**src/rtl/tmds_encoder.sv**
```systemverilog
// DVI 1.0 TMDS 8b/10b encoder for one colour channel.
// Stage 1 builds the transition-minimised word; stage 2 balances DC and registers the symbol.
module tmds_encoder (
   input  logic       clk_i,
   input  logic       rst_ni,
   input  logic       de_i,
   input  logic [7:0] data_i,
   input  logic [1:0] ctrl_i,
   output logic [9:0] tmds_o
);

   function automatic logic [3:0] popcount8(input logic [7:0] v);
      logic [3:0] n;
      n = '0;
      for (int i = 0; i < 8; i++) n = n + {3'b000, v[i]};
      return n;
   endfunction

   function automatic logic [8:0] transition_min(input logic [7:0] d);
      logic [8:0] q;
      logic       use_xnor;
      use_xnor = (popcount8(d) > 4'd4) || ((popcount8(d) == 4'd4) && !d[0]);
      q    = '0;
      q[0] = d[0];
      for (int i = 1; i < 8; i++) q[i] = use_xnor ? ~(q[i-1] ^ d[i]) : (q[i-1] ^ d[i]);
      q[8] = ~use_xnor;
      return q;
   endfunction

   function automatic logic [9:0] ctrl_token(input logic [1:0] c);
      logic [9:0] t;
      case (c)
         2'b00:   t = 10'b1101010100;
         2'b01:   t = 10'b0010101011;
         2'b10:   t = 10'b0101010100;
         default: t = 10'b1010101011;
      endcase
      return t;
   endfunction

   logic              de_p1;
   logic [1:0]        ctrl_p1;
   logic [8:0]        q_m_p1;
   logic signed [4:0] cnt_p2;
   logic [9:0]        tmds_p2;

   // ---- stage 1: transition minimisation ----
   always_ff @(posedge clk_i or negedge rst_ni) begin
      if (!rst_ni) begin
         de_p1   <= 1'b0;
         ctrl_p1 <= 2'b00;
         q_m_p1  <= '0;
      end else begin
         de_p1   <= de_i;
         ctrl_p1 <= ctrl_i;
         q_m_p1  <= transition_min(data_i);
      end
   end

   logic [3:0]        n1q;
   logic [3:0]        n0q;
   logic signed [4:0] diff_q;
   logic signed [4:0] delta_q;
   logic signed [4:0] cnt_nxt;
   logic signed [5:0] cnt_chk;
   logic [9:0]        tmds_nxt;

   always_comb begin
      n1q      = popcount8(q_m_p1[7:0]);
      n0q      = 4'd8 - n1q;
      diff_q   = $signed({1'b0, n1q}) - $signed({1'b0, n0q});
      delta_q  = 5'sd0;
      tmds_nxt = ctrl_token(ctrl_p1);
      if (de_p1) begin
         if ((cnt_p2 == 5'sd0) || (n1q == n0q)) begin
            tmds_nxt = {~q_m_p1[8], q_m_p1[8], q_m_p1[8] ? q_m_p1[7:0] : ~q_m_p1[7:0]};
            delta_q  = q_m_p1[8] ? diff_q : -diff_q;
         end else if (((cnt_p2 > 5'sd0) && (n1q > n0q)) || ((cnt_p2 < 5'sd0) && (n0q > n1q))) begin
            tmds_nxt = {1'b1, q_m_p1[8], ~q_m_p1[7:0]};
            delta_q  = (q_m_p1[8] ? 5'sd2 : 5'sd0) - diff_q;
         end else begin
            tmds_nxt = {1'b0, q_m_p1[8], q_m_p1[7:0]};
            delta_q  = diff_q - (q_m_p1[8] ? 5'sd0 : 5'sd2);
         end
      end
      // Blanking restarts the running disparity from zero.
      cnt_nxt = de_p1 ? (cnt_p2 + delta_q) : 5'sd0;
      cnt_chk = {cnt_p2[4], cnt_p2} + {delta_q[4], delta_q};
   end

   // ---- stage 2: DC balance and symbol register ----
   always_ff @(posedge clk_i or negedge rst_ni) begin
      if (!rst_ni) begin
         cnt_p2  <= 5'sd0;
         tmds_p2 <= 10'b1101010100;
      end else begin
         cnt_p2  <= cnt_nxt;
         tmds_p2 <= tmds_nxt;
      end
   end

   assign tmds_o = tmds_p2;

   // Disparity must never leave the 5-bit range; a wrap means broken balancing logic.
   cnt_no_wrap: assert property (@(posedge clk_i) disable iff (!rst_ni)
      !de_p1 || ((cnt_chk >= -6'sd16) && (cnt_chk <= 6'sd15)));

endmodule

```
**config.mk**
```make
export PLATFORM = sky130hd
export DESIGN_NAME = tmds_encoder
export DESIGN_NICKNAME = d
export VERILOG_FILES = /design/src/rtl/tmds_encoder.sv
export SDC_FILE = /design/constraint.sdc
export NUM_CORES = 1
export LEC_CHECK = 0
export ABC_CLOCK_PERIOD_IN_PS = 7800
export CAP_MARGIN = 20
export CELL_PAD_IN_SITES_DETAIL_PLACEMENT = 2
export CELL_PAD_IN_SITES_GLOBAL_PLACEMENT = 2
export CORE_MARGIN = 2
export CORE_UTILIZATION = 36
export CTS_CLUSTER_SIZE = 16
export DETAILED_ROUTE_END_ITERATION = 8
export GPL_TIMING_DRIVEN = 0
export PLACE_DENSITY = 0.89
export SYNTH_ARGS = -nofsm -noshare
export SYNTH_HDL_FRONTEND = slang
export SYNTH_SLANG_ARGS = --single-unit
```
**constraint.sdc**
```tcl
create_clock -name clk_i -period 7.8 [get_ports clk_i]
set_input_delay 1.17 -clock clk_i [delete_from_list [all_inputs] [get_ports clk_i]]
set_output_delay 1.17 -clock clk_i [all_outputs]
set_load 0.01 [all_outputs]
```
Yosys cells after proc, flatten, opt, wreduce, memory -nomap -nowiden
Cells that the tools add are included.

Logic and storage cells: 79. Bits of input ports: 13. Flip-flop bits (word level): 27. Output and inout bits: 10.

Mux-type cells: 19. Add/subtract/negate cells: 20. Order comparisons: 5. Equality and inequality tests: 4. Bitwise operators: 17. Reductions and logical operators: 9.

Operators by type and width (count): $add A4 B1 Y4 (8); $mux W10 (3); $pmux W10 S3 (1); $mux W5 (5); $not A1 Y1 (9); $add A3 B1 Y4 (2); $gt A4 B4 Y1 (2); $mux W8 (1); $not A8 Y8 (1); $mux W1 (7); $xor A1 B1 Y1 (7); $add A2 B1 Y3 (2); $add A5 B5 Y5 (1); $gt A5 B1 Y1 const B (1); $logic_not A5 Y1 (1); $lt A5 B1 Y1 const B (1); $neg A5 Y5 (1); $sub A3 B5 Y5 (1); $sub A4 B4 Y5 (1); $sub A5 B3 Y5 (1); $add A1 B1 Y2 (2); $eq A4 B3 Y1 const B (1); $eq A4 B4 Y1 (1); $gt A4 B3 Y1 const B (1); 8 further kinds (13).

Logic depth before layout (Yosys ltp)
Depth in word-level cells: 29. Depth in mapped cells: 23. Depth with buffers taken out: 22.

Worst setup path before layout
Ideal clock, no wire load.

Path type: reg2reg. Start point: register q_m_p1[0]. End point: register cnt_p2[4]. Required time: 7.722 ns. Buffers on the path: 1. Path slack: 1.970 ns. Setup time: 0.078 ns. Arrival time: 5.752 ns. Stages on the path, launching flop included: 24. Period minus slack after synthesis: 5.830 ns. Cells stage by stage: dfrtp_1 -> inv_1 -> fa_1 -> fa_1 -> fa_1 -> inv_1 -> ha_1 -> fa_1 -> xnor2_2 -> inv_1 -> ha_1 -> clkbuf_1 -> nor2b_1 -> mux2i_1 -> o21ai_4 -> a21oi_1 -> a211oi_1 -> ha_1 -> a21o_1 -> a21oi_1 -> xnor2_1 -> xnor2_1 -> or4_1 -> a21oi_1.

Word-level cells in the longest chain between the ends: 16. Elaborated cells on any way between the ends: 25. Those cells by class: add/sub (13); order compare (2); eq/ne (1); mux (5); reduce/logical (4).

RTL lines: start, declared (line 43) `logic [8:0] q_m_p1;`; start signal, assigned (line 56) `q_m_p1 <= transition_min(data_i);`; $add A1 B1 Y2 * (line 15) `for (int i = 0; i < 8; i++) n = n + {3'b000, v[i]};`; $add A2 B1 Y3 * (line 15); $add A3 B1 Y4 * (line 15); $add A4 B1 Y4 * (4 in series) (line 15); parallel branches: the longest is 5 deep, another holds $sub A4 B4 Y5; $mux W5 * (line 75) `if ((cnt_p2 == 5'sd0) || (n1q == n0q)) begin`; $mux W5 * (line 74) `if (de_p1) begin`; $add A5 B5 Y5 * (line 87) `cnt_nxt = de_p1 ? (cnt_p2 + delta_q) : 5'sd0;`; $mux W5 * (line 87); via cnt_nxt[4] (line 64) `logic signed [4:0] cnt_nxt;`; end signal, assigned (line 97) `cnt_p2 <= cnt_nxt;`; end, declared (line 44) `logic signed [4:0] cnt_p2;`.

Mark *: on every way through the listed nets, which the timed path passes.

Worst setup path in the final report
Start point: register q_m_p1[1]. End point: register cnt_p2[4].

Same word-level chain as after synthesis.

==> run metrics <==
Synthesized Nets=between 200 and 250; detailed-route vias per instance=4.983; post-synth top area cell=sky130_fd_sc_hd__dfrtp_1; die footprint=between 0.006 and 0.007 sq mm; fraction of final layout cells sized beyond drive strength 1=0.07826; maximum fanout count along the critical path=9; most used standard cells in the synthesized netlist=sky130_fd_sc_hd__inv_1 (33), sky130_fd_sc_hd__dfrtp_1 (22), sky130_fd_sc_hd__ha_1 (21); FFs w/ async S/R, synth=1.000; count of max-cap constraint violations=0; antenna-violating nets left=0; final net count=roughly 270; root buf cell=sky130_fd_sc_hd__clkbuf_8; arrival time of data at the critical path endpoint=slightly below 7 ns; Syn-to-layout area delta=18.65%; clock latency on the worst-skew pair=0.27 ns; number of hold-slack violations in the final timing report=0; post-synthesis cell type count=40; number of search-and-repair iterations in the first detailed-routing pass=4; effective utilization at floorplan=0.3740; maximum number of buffers from clock root to sink=2; Max-Slew Margin vs Limit=0.6652; number of antenna violations at the first check in global routing=0; largest cells by area after synthesis=sky130_fd_sc_hd__dfrtp_1 (27%), sky130_fd_sc_hd__ha_1 (13%), sky130_fd_sc_hd__fa_1 (8.7%); RSZ-0062 raised after global routing=false; antenna cells=0; mean cell area of the mapped netlist=10.15 sq um; Global Route Usage Sum=0.1689; Horiz. Die Dim=between 70 and 80 um; fraction of synthesized cell area taken by the top area cell type=0.2673; cell row count=27; skew final=between 0.002 and 0.003 ns; number of top-level design ports=23; cell type with the highest occurrence count on the critical path=sky130_fd_sc_hd__fa_1; final core area utilization=0.4438; DRC=0; number of synthesized flops with an enable pin=0; post-detailed-routing wire length=4967 um; setup_tns=0 ns; slew at the pin closest to its max-slew limit=around 0.5 ns; Die Span Y=~80 um; # setup viols final=0; wire length of the first global-routing pass=8335 um; largest net degree at the start of global routing=28; global route total overflow=0; number of clock sinks=27; kind of end point of the critical path=flop; critical path startpoint category=flop; top flip-flop cell by instance count after synthesis=sky130_fd_sc_hd__dfrtp_1; Slowest-stage cell, CP=sky130_fd_sc_hd__fa_1; buffer count from post-CTS setup fixing=0; share of the cycle needed by the critical path after routing=0.8579; synthesized instance count=about 200; post-synthesis register bit count=27; worst hold path class=reg -> reg; vias in the first global route=between 1.5k and 2k; most frequent cell after synthesis=sky130_fd_sc_hd__inv_1; dpl ws=about 1.1 ns; family with the most delay on the worst path=adder cells; DR iter-0 viols=29; depth of the CTS H-tree=1; Crit Path Category=reg -> reg; post-layout worst setup margin=roughly 1.1 ns; post-synthesis instance area=just over 0.002 sq mm; Syn. warnings=0; Clk pin slew, worst setup/hold paths=about 0.090 ns; detail-routed net length per standard cell=between 15 and 20 um; CTS Buf Count=3; core area=0.005507 sq mm; outcome=completed; slowest stage delay, CP=a little over 0.5 ns; final RePlAce weighted congestion=roughly 0.86; Tmin final=approximately 6.7 ns; max frequency=between 0.1 and 0.15 GHz; post-CTS resize count=0; crit path cell chain=inv_1 -> fa_1 -> fa_1 -> fa_1 -> inv_1 -> ha_1 -> fa_1 -> xnor2_2 -> inv_1 -> ha_1 -> clkbuf_1 -> nor2b_1 -> mux2i_1 -> o21ai_4 -> a21oi_1 -> a211oi_1 -> ha_1 -> a21o_1 -> a21oi_1 -> xnor2_1 -> xnor2_1 -> or4_1 -> a21oi_1; Data required, critical path=approximately 8.0 ns; number of buffers added on ports=22; Detail Placement HPWL=between 4000 and 5000 um; CTS tree=yes; CP Buf/Inv Count=4; max-slew violation count=0; number of buffers inserted by hold repair at cts=0; total number of vias=approximately 1.5k; sequential fraction of the synthesis area=0.3311
metrics by stage:
stage	instances	cell area (sq um)	hold WS, ns
after floorplan	203	2059	0.4599
after global placement	297	2370	0.4802
after detailed placement	297	2370	0.5203
after CTS	301	2416	0.5452
after global routing	302	2444	0.5641
final	302	2444	0.5360
layout by cell type, fill, tap and decap left out, types with 2 or more instances in the layout:
master	count
sky130_fd_sc_hd__dfrtp_1	22
sky130_fd_sc_hd__mux2i_1	2
sky130_fd_sc_hd__xor2_1	6
sky130_fd_sc_hd__and2_1	5
sky130_fd_sc_hd__nor3_1	2
sky130_fd_sc_hd__a21o_1	10
sky130_fd_sc_hd__o211ai_1	3
sky130_fd_sc_hd__nor2_1	12
sky130_fd_sc_hd__clkdlybuf4s50_1	22
sky130_fd_sc_hd__dfstp_2	5
sky130_fd_sc_hd__buf_2	2
sky130_fd_sc_hd__nand2_1	4
sky130_fd_sc_hd__ha_1	21
sky130_fd_sc_hd__clkbuf_1	2
sky130_fd_sc_hd__nor4_1	2
sky130_fd_sc_hd__xnor2_2	2
sky130_fd_sc_hd__a211oi_1	2
sky130_fd_sc_hd__nor2b_1	3
sky130_fd_sc_hd__inv_1	33
sky130_fd_sc_hd__a21oi_1	12
sky130_fd_sc_hd__fa_1	9
sky130_fd_sc_hd__o21ai_0	6
sky130_fd_sc_hd__clkbuf_8	3
sky130_fd_sc_hd__xnor2_1	19
sky130_fd_sc_hd__o31ai_1	2
kinds of logic after synthesis:
group                      share of synthesized area
xor gates and xnor gates                      0.1221
adders and majority gates                     0.2151
and+or+nand+nor                              0.08992
DFF                                           0.3311
buffers and inverters                        0.06865
muxes                                        0.02612
AOI/OAI and AO/OA                             0.1470
layer usage:
metal,part of all wire,vias to the layer above,track usage
met4,0.0028,0,0.02069
met2,0.56,21,0.3319
met3,0.019,2,0.02376
met1,0.42,757,0.1966
li1,-,725,-
met5,0,-,0
worst register-to-register path: stages, from the launching register on:
cell and delay, ns:
sky130_fd_sc_hd__dfrtp_1 0.41, sky130_fd_sc_hd__inv_1 0.12, sky130_fd_sc_hd__fa_1 0.44, sky130_fd_sc_hd__fa_1 0.46, sky130_fd_sc_hd__fa_1 0.51, sky130_fd_sc_hd__inv_1 0.05, sky130_fd_sc_hd__ha_1 0.21, sky130_fd_sc_hd__fa_1 0.49
sky130_fd_sc_hd__xnor2_2 0.45, sky130_fd_sc_hd__inv_1 0.20, sky130_fd_sc_hd__ha_1 0.34, sky130_fd_sc_hd__clkbuf_1 0.20, sky130_fd_sc_hd__nor2b_1 0.18, sky130_fd_sc_hd__mux2i_1 0.15, sky130_fd_sc_hd__o21ai_4 0.31, sky130_fd_sc_hd__a21oi_1 0.11
sky130_fd_sc_hd__a211oi_1 0.46, sky130_fd_sc_hd__ha_1 0.33, sky130_fd_sc_hd__a21o_1 0.16, sky130_fd_sc_hd__a21oi_1 0.18, sky130_fd_sc_hd__xnor2_1 0.18, sky130_fd_sc_hd__xnor2_1 0.11, sky130_fd_sc_hd__or4_1 0.41, sky130_fd_sc_hd__a21oi_1 0.17
path summary, 6_finish.rpt:
| path | startpoint | to | slack [ns] | depth (start not counted) |
|---|---|---|---|---|
| max | q_m_p1[1] | cnt_p2[4] | 1.11 | 23 |
| max in group asynchronous | rst_ni | tmds_o[6] | 6.06 | 2 |
| min in group asynchronous | rst_ni | cnt_p2[0] | 1.20 | 1 |
| min reg2reg | cnt_p2[0] | cnt_p2[0] | 0.54 | 1 |
| max reg2reg | q_m_p1[1] | cnt_p2[4] | 1.11 | 23 |
| min | cnt_p2[0] | cnt_p2[0] | 0.54 | 1 |
final cells by class:
cell class	count	area, sq um
multi-input cells	139	1236
well taps	72	90.09
flip-flops and latches	27	681.9
plain buffers	4	17.52
clock buffers	3	41.29
repair buffers	23	247.7
inverters	33	123.9
clock inverters	1	5.005
fillers	589	3063
sequential cells by signal, summed over array words and instances, names as in the netlist:
name and count:
q_m_p1 9, de_p1 1, ctrl_p1 2, tmds_o 10, cnt_p2 5
Power is not shown: default switching activity piles up to over one toggle a cycle in this logic, so the estimate is an artifact.
